[config.mk]
export PLATFORM = sky130hd
export DESIGN_NAME = axi_master_rr_arbiter
export DESIGN_NICKNAME = d
export VERILOG_FILES = /design/src/rtl/axi_master_rr_arbiter.sv
export SDC_FILE = /design/constraint.sdc
export NUM_CORES = 1
export LEC_CHECK = 0
export CAP_MARGIN = 20
export CORE_MARGIN = 8
export CORE_UTILIZATION = 39
export CTS_CLUSTER_SIZE = 30
export DETAILED_ROUTE_END_ITERATION = 8
export GPL_TIMING_DRIVEN = 0
export PLACE_DENSITY = 0.65
export REMOVE_ABC_BUFFERS = 1
export SYNTH_ARGS = -nofsm -noshare
export SYNTH_HDL_FRONTEND = slang
export SYNTH_SLANG_ARGS = --single-unit
[constraint.sdc]
create_clock -name clk -period 3.8 [get_ports clk]
set_input_delay 0.76 -clock clk [delete_from_list [all_inputs] [get_ports clk]]
set_output_delay 0.76 -clock clk [all_outputs]
set_load 0.05 [all_outputs]
[src/rtl/axi_master_rr_arbiter.sv]
// axi_master_rr_arbiter
//
// Master-side arbiter for the AXI4 interconnect. It picks which master drives
// the shared AW and AR channels and keeps the W channel in AW order through a
// small write-order FIFO. It also steers B and R responses back to their
// master, using the master-index field of the returned ID.
//
// Handshake rule on every bus channel used here: a transfer happens on a
// rising clk edge where VALID and READY are both high. Once VALID is raised
// with READY low, the granted master keeps the channel until that transfer
// completes. VALID and READY are sampled only; this block drives neither.
//
// Ports:
//   clk, rst                  clock, asynchronous active-high reset
//   MASTER_WR_ADDR_VALID      per-master AWVALID requests
//   MASTER_RD_ADDR_VALID      per-master ARVALID requests
//   BUS_WR_ADDR_VALID/READY   muxed AW handshake
//   BUS_WR_DATA_VALID/READY   muxed W handshake
//   BUS_WR_DATA_LAST          WLAST of the muxed W beat
//   BUS_WR_BACK_ID            BID (master index above the M_ID low bits)
//   BUS_RD_ADDR_VALID/READY   muxed AR handshake
//   BUS_RD_BACK_ID            RID (master index above the M_ID low bits)
//   wr_addr_master_sel        AW mux select
//   wr_addr_stall             AW mux must hold BUS_WR_ADDR_VALID low
//   wr_data_master_sel        W mux select
//   wr_data_sel_valid         W select meaningful; W mux gates WVALID when low
//   wr_fifo_count             number of AW bursts still awaiting WLAST
//   wr_resp_master_sel        B demux select
//   rd_addr_master_sel        AR mux select
//   rd_data_master_sel        R demux select
module axi_master_rr_arbiter #(
    parameter int M_NUM         = 4,
    parameter int M_WIDTH       = 2,
    parameter int M_ID          = 2,
    parameter int ARB_MODE      = 1,
    parameter int WR_FIFO_DEPTH = 4
) (
    input  logic                                clk,
    input  logic                                rst,
    input  logic [M_NUM-1:0]                    MASTER_WR_ADDR_VALID,
    input  logic [M_NUM-1:0]                    MASTER_RD_ADDR_VALID,
    input  logic                                BUS_WR_ADDR_VALID,
    input  logic                                BUS_WR_ADDR_READY,
    input  logic                                BUS_WR_DATA_VALID,
    input  logic                                BUS_WR_DATA_READY,
    input  logic                                BUS_WR_DATA_LAST,
    input  logic [M_ID+M_WIDTH-1:0]             BUS_WR_BACK_ID,
    input  logic                                BUS_RD_ADDR_VALID,
    input  logic                                BUS_RD_ADDR_READY,
    input  logic [M_ID+M_WIDTH-1:0]             BUS_RD_BACK_ID,
    output logic [M_WIDTH-1:0]                  wr_addr_master_sel,
    output logic                                wr_addr_stall,
    output logic [M_WIDTH-1:0]                  wr_data_master_sel,
    output logic                                wr_data_sel_valid,
    output logic [$clog2(WR_FIFO_DEPTH):0]      wr_fifo_count,
    output logic [M_WIDTH-1:0]                  wr_resp_master_sel,
    output logic [M_WIDTH-1:0]                  rd_addr_master_sel,
    output logic [M_WIDTH-1:0]                  rd_data_master_sel
);

    localparam int FA = $clog2(WR_FIFO_DEPTH);
    localparam int CW = FA + 1;

    // Search order is ptr, ptr+1, ... wrapping at M_NUM (round-robin) or
    // 0, 1, ... (fixed). The loop walks the order backwards so that the last
    // hit, which is the one kept, is the first requester in search order.
    // With no requester the previous select is returned unchanged.
    function automatic logic [M_WIDTH-1:0] pick_master(
        input logic [M_NUM-1:0]   req,
        input logic [M_WIDTH-1:0] ptr,
        input logic [M_WIDTH-1:0] hold
    );
        logic [M_WIDTH-1:0] res;
        logic [M_NUM-1:0]   sh;
        int                 idx;
        res = hold;
        for (int i = M_NUM - 1; i >= 0; i--) begin
            if (ARB_MODE == 0) begin
                idx = i;
            end else begin
                idx = int'(ptr) + i;
                if (idx >= M_NUM) idx = idx - M_NUM;
            end
            sh = req >> idx;
            if (sh[0]) res = M_WIDTH'(idx);
        end
        return res;
    endfunction

    function automatic logic [M_WIDTH-1:0] next_ptr(input logic [M_WIDTH-1:0] sel);
        return (int'(sel) >= M_NUM - 1) ? '0 : sel + M_WIDTH'(1);
    endfunction

    // ------------------------------------------------------------------
    // AW arbitration
    // ------------------------------------------------------------------
    logic               aw_lock;
    logic [M_WIDTH-1:0] aw_sel_q;
    logic [M_WIDTH-1:0] aw_ptr;
    logic               aw_hs;

    assign aw_hs              = BUS_WR_ADDR_VALID && BUS_WR_ADDR_READY;
    assign wr_addr_master_sel = aw_lock ? aw_sel_q
                                        : pick_master(MASTER_WR_ADDR_VALID, aw_ptr, aw_sel_q);

    always_ff @(posedge clk or posedge rst) begin
        if (rst) begin
            aw_lock  <= 1'b0;
            aw_sel_q <= '0;
            aw_ptr   <= '0;
        end else begin
            aw_sel_q <= wr_addr_master_sel;
            if (aw_hs) begin
                aw_lock <= 1'b0;
                aw_ptr  <= next_ptr(wr_addr_master_sel);
            end else if (BUS_WR_ADDR_VALID) begin
                aw_lock <= 1'b1;
            end
        end
    end

    // ------------------------------------------------------------------
    // AR arbitration (same rules, own lock and pointer)
    // ------------------------------------------------------------------
    logic               ar_lock;
    logic [M_WIDTH-1:0] ar_sel_q;
    logic [M_WIDTH-1:0] ar_ptr;
    logic               ar_hs;

    assign ar_hs              = BUS_RD_ADDR_VALID && BUS_RD_ADDR_READY;
    assign rd_addr_master_sel = ar_lock ? ar_sel_q
                                        : pick_master(MASTER_RD_ADDR_VALID, ar_ptr, ar_sel_q);

    always_ff @(posedge clk or posedge rst) begin
        if (rst) begin
            ar_lock  <= 1'b0;
            ar_sel_q <= '0;
            ar_ptr   <= '0;
        end else begin
            ar_sel_q <= rd_addr_master_sel;
            if (ar_hs) begin
                ar_lock <= 1'b0;
                ar_ptr  <= next_ptr(rd_addr_master_sel);
            end else if (BUS_RD_ADDR_VALID) begin
                ar_lock <= 1'b1;
            end
        end
    end

    // ------------------------------------------------------------------
    // Write-order FIFO
    // ------------------------------------------------------------------
    logic [M_WIDTH-1:0] fifo_mem [WR_FIFO_DEPTH];
    logic [FA-1:0]      wptr;
    logic [FA-1:0]      rptr;
    logic [CW-1:0]      cnt;
    logic               w_last_hs;
    logic               fifo_empty;
    logic               fifo_full;
    logic               bypass;
    logic               do_push;
    logic               do_pop;

    assign w_last_hs  = BUS_WR_DATA_VALID && BUS_WR_DATA_READY && BUS_WR_DATA_LAST;
    assign fifo_empty = (cnt == '0);
    assign fifo_full  = (cnt == CW'(WR_FIFO_DEPTH));
    assign bypass     = fifo_empty && aw_hs;

    // A bypassed burst that also ends this cycle never enters storage.
    // A push that arrives while the FIFO is full is dropped.
    assign do_push = aw_hs && !fifo_full && !(bypass && w_last_hs);
    assign do_pop  = w_last_hs && !fifo_empty;

    always_ff @(posedge clk) begin
        if (do_push) fifo_mem[wptr] <= wr_addr_master_sel;
    end

    always_ff @(posedge clk or posedge rst) begin
        if (rst) begin
            wptr <= '0;
            rptr <= '0;
            cnt  <= '0;
        end else begin
            if (do_push) wptr <= wptr + FA'(1);
            if (do_pop)  rptr <= rptr + FA'(1);
            case ({do_push, do_pop})
                2'b10:   cnt <= cnt + CW'(1);
                2'b01:   cnt <= cnt - CW'(1);
                default: cnt <= cnt;
            endcase
        end
    end

    assign wr_fifo_count      = cnt;
    assign wr_addr_stall      = fifo_full;
    assign wr_data_master_sel = bypass ? wr_addr_master_sel : fifo_mem[rptr];
    assign wr_data_sel_valid  = bypass || !fifo_empty;

    // ------------------------------------------------------------------
    // Response steering straight from the returned ID
    // ------------------------------------------------------------------
    assign wr_resp_master_sel = BUS_WR_BACK_ID[M_ID +: M_WIDTH];
    assign rd_data_master_sel = BUS_RD_BACK_ID[M_ID +: M_WIDTH];

    // The master's own ID bits are not needed for steering.
    logic unused_id_bits;
    assign unused_id_bits = ^{BUS_WR_BACK_ID[M_ID-1:0], BUS_RD_BACK_ID[M_ID-1:0]};

endmodule

==> key figures <==
Setup path
  – FF-to-FF End: ar_ptr[0]
  – Worst path slowest cell: clkdlybuf4s50_1
  – CP Cell Sequence: clkdlybuf4s50_1 -> mux2i_1 -> or3_1 -> a41oi_2 -> o211ai_2 -> mux2_2 -> clkdlybuf4s15_2
  – Crit path capture: wr_data_master_sel[0]
  – Crit path arrival time: between 2 and 3 ns
  – Critical Path RT: a little over 3 ns
  – Crit Path Class: primary input to output pin
  – Crit end category: output pin
  – Worst R2R Start: ar_ptr[0]
  – Reg2reg path depth: 10
  – Worst R2R Setup Slack: 0.95 ns
  – CP Max Fanout: 6
  – Crit-path max cell delay: 0.61 ns
  – CP Launch Type: primary input
  – Critical Path Start: MASTER_WR_ADDR_VALID[0]

STA
  – Final setup margin: 0.112 ns
  – Slew headroom: 56.5%
  – Slew Limit Fails: 0
  – Final Skew: 0.00444 ns
  – Slew @ Worst Pin: about 0.65 ns
  – Final setup fails: 0
  – RSZ-0062 raised after global routing: false
  – Fmax: 271 MHz
  – Period utilization: between 90% and 100%
  – Minimum clock period: 3.69 ns
  – Final hold vios: 0

Final layout
  – Most common cell after layout, fill and taps aside: clkdlybuf4s50_1
  – Proportion of layout cells with a drive suffix above 1: 22.5%
  – Final net count: 257
  – Antenna Diode Count: 0
  – Final instance area: 0.00231 mm²
  – Commonest cells after routing, fill and taps aside: clkdlybuf4s50_1, ha_1, inv_1, dfrtp_1, nand2_1
  – Layout area overhead: 22.2%

Die
  – Die Ht: approximately 86 µm
  – Starting density of the core: 40.3%
  – I/O Pins: 40
  – Die area: 0.00734 mm²
  – Die X: approximately 86 µm
  – Row count: 25
  – Core area: 0.00469 mm²

Clock network
  – Hold buffer count at CTS: 0
  – CTS clk-pin slew, worst paths: 0.08 ns
  – Number of buffers created by CTS: 3
  – CTS Root Cell: clkbuf_8
  – Total clock sinks: 25
  – Htree depth: 1
  – CTS max path bufs: 2
  – CTS tree: done
  – Clock latency on the worst-skew pair: 0.27 ns

Drt
  – Final ANT Viol Nets: 0
  – Total iterations of the first detailed-routing run: 4
  – Vias: 1436
  – WL/cell: 14.3 µm
  – DRT iter0 DRCs: 50
  – Total Routed Length: 3.81 mm
  – DR vias/cell: 5.38
  – DRC viols: 0

Global route
  – GR Util met1: 13.4%
  – Met2 Usage GRT: 17.9%
  – GR Util met3: 2.20%
  – Largest net degree at the start of global routing: 18
  – First-pass GRT wire length: 6.59 mm
  – Number of antenna violations at the first check in global routing: 0
  – Vias in the first global route: roughly 1500
  – Grt ovf: 0
  – GRT Total Usage: between 10% and 20%
  – GRT busiest layer: met2

Synthesis
  – Yosys warns: 0
  – Cell Area, Synth: 0.00189 mm²
  – Count of flip-flops with a built-in enable after synthesis: 8
  – Primary FF master, synth: dfrtp_1
  – Async set-or-reset flop fraction in the synthesized netlist: 68.0%
  – Post-synthesis sequential area ratio: 35.2%
  – Cell count after synthesis: 181
  – Synth unique cells: 57
  – #FFs+latches synth: 25
  – Mapped Avg Cell Area: 10.5 µm²

Place
  – Placed cell area: around 0.0022 mm²
  – Gpl congestion: between 0.8 and 0.9
  – Port Buffers: 27
  – Final HPWL DP: ~2.8 mm
  – Place WS: -0.667 ns

Min path
  – Min-delay src: rptr[1]
  – Hold WC Path Type: register to register

Pwr
  – Total leakage power: 0.965 nW
  – Clk pwr share: 7.8%
  – Switching Fraction: 47.4%
  – Internal power: 1.06 mW
  – Sequential power share: 25.4%
  – Sw power: 0.954 mW
  – Gate power share: 66.7%
  – Pwr/cell area: 871 mW/mm²
  – VDD IR max: approximately 0.55 mV

Status
  – Status: complete, no violations

Flow run
  – Max-Cap Viols: 0
==> timing repair <==
item,in CTS,in global routing
setup endpoints to repair,6,6
gates cloned,0,0
pin swaps,1,2
gates resized for setup,21,10
setup buffers,3,7
==> power by group through the flow <==
stage                     clock network [mW]  registers [mW]  logic [mW]
after global routing                   0.171           0.531        1.49
final                                  0.158           0.512        1.34
after CTS                              0.164           0.517        1.27
after floorplan                            0           0.563       0.881
after detailed placement                   0           0.538        1.23
after global placement                     0           0.536        1.21
==> routing by layer <==
metal | vias to the layer above | routed length [µm]
li1 | 726 | -
met1 | 683 | 1820
met2 | 25 | 1810
met3 | 2 | 163
met4 | 0 | 16
met5 | - | 0
==> synth_stat cells (2+ instances only) <==
library cell | number | area share, %
dfrtp_1 | 17 | 22
ha_1 | 17 | 11
inv_1 | 13 | 2.6
nand2_1 | 11 | 2.2
mux2_2 | 10 | 6.0
edfxtp_1 | 8 | 13
mux2i_1 | 8 | 4.2
nor2_1 | 8 | 1.6
a21oi_1 | 5 | 1.3
buf_4 | 5 | 2.0
nand3_1 | 5 | 1.3
and2_1 | 4 | 1.3
nor3_1 | 4 | 1.1
buf_2 | 3 | 0.79
nor2b_1 | 3 | 0.99
o21a_1 | 3 | 1.2
o21ai_0 | 3 | 0.79
xnor2_1 | 3 | 1.4
xor2_1 | 3 | 1.4
a31oi_1 | 2 | 0.66
a41oi_1 | 2 | 0.93
mux4_2 | 2 | 2.4
nand2b_1 | 2 | 0.66
nand3b_1 | 2 | 0.79
nor3b_1 | 2 | 0.79
nor4_1 | 2 | 0.66
o31ai_1 | 2 | 0.79
o41ai_1 | 2 | 0.93
or3_1 | 2 | 0.66
==> per-stage QoR <==
| stage | total power [mW] | setup TNS (ns) | util [%] | hold WS [ns] | cells |
|---|---|---|---|---|---|
| after floorplan | 1.44 | -0.696 | - | 0.481 | 172 |
| after global placement | 1.75 | -2.76 | 46.2 | 0.506 | 253 |
| after detailed placement | 1.76 | -2.61 | 46.2 | 0.510 | 253 |
| after CTS | 1.95 | 0 | 47.9 | 0.524 | 260 |
| after global routing | 2.19 | 0 | 49.3 | 0.548 | 267 |
| final | 2.01 | 0 | 49.3 | 0.521 | 267 |
==> how the worst min path moves through the flow <==
stage / endpoint / slack (ns) / depth (start not counted)
after floorplan: rptr[1] / 0.48 / 1
after global placement: rptr[1] / 0.51 / 1
after detailed placement: rptr[1] / 0.51 / 1
after CTS: rptr[1] / 0.52 / 1
after global routing: rptr[1] / 0.55 / 1
final: rptr[1] / 0.52 / 1
==> flip-flops by register name, indices dropped and copies added, names as in the netlist <==
register	flops
ar_ptr	2
ar_sel_q	2
aw_sel_q	2
wptr	2
aw_lock	1
wr_fifo_count	3
fifo_mem	8
rptr	2
aw_ptr	2
ar_lock	1
==> logic make-up (layout without fill, tap and decap cells) <==
logic type                 count (synthesis)  in the layout  share of synthesized area (%)
adders and majority gates                 18             18                           12.3
and+or+nand+nor                           51             51                           14.7
DFF                                       25             25                           35.2
xor gates and xnor gates                   6              6                           2.78
muxes                                     21             21                           13.4
AOI/OAI and AO/OA                         38             38                           15.7
buffers and inverters                     22             54                           5.95
==> final cells by class <==
type / instances / area, µm²
Inverter: 13 / 48.8
Sequential cell: 25 / 671
Fill cell: 442 / 2380
Multi-Input combinational cell: 134 / 1140
Clock inverter: 1 / 7.51
Clock buffer: 3 / 41.3
Timing Repair Buffer: 37 / 334
Tap cell: 54 / 67.6
==> critical path, delay by kind of cell <==
| kind | cells | cell delay [ns] |
|---|---|---|
| buffers and inverters | 2 | 0.95 |
| AOI/OAI and AO/OA | 2 | 0.39 |
| muxes | 2 | 0.45 |
| and+or+nand+nor | 1 | 0.38 |
No activity file was read; power rests on OpenSTA's default activity.
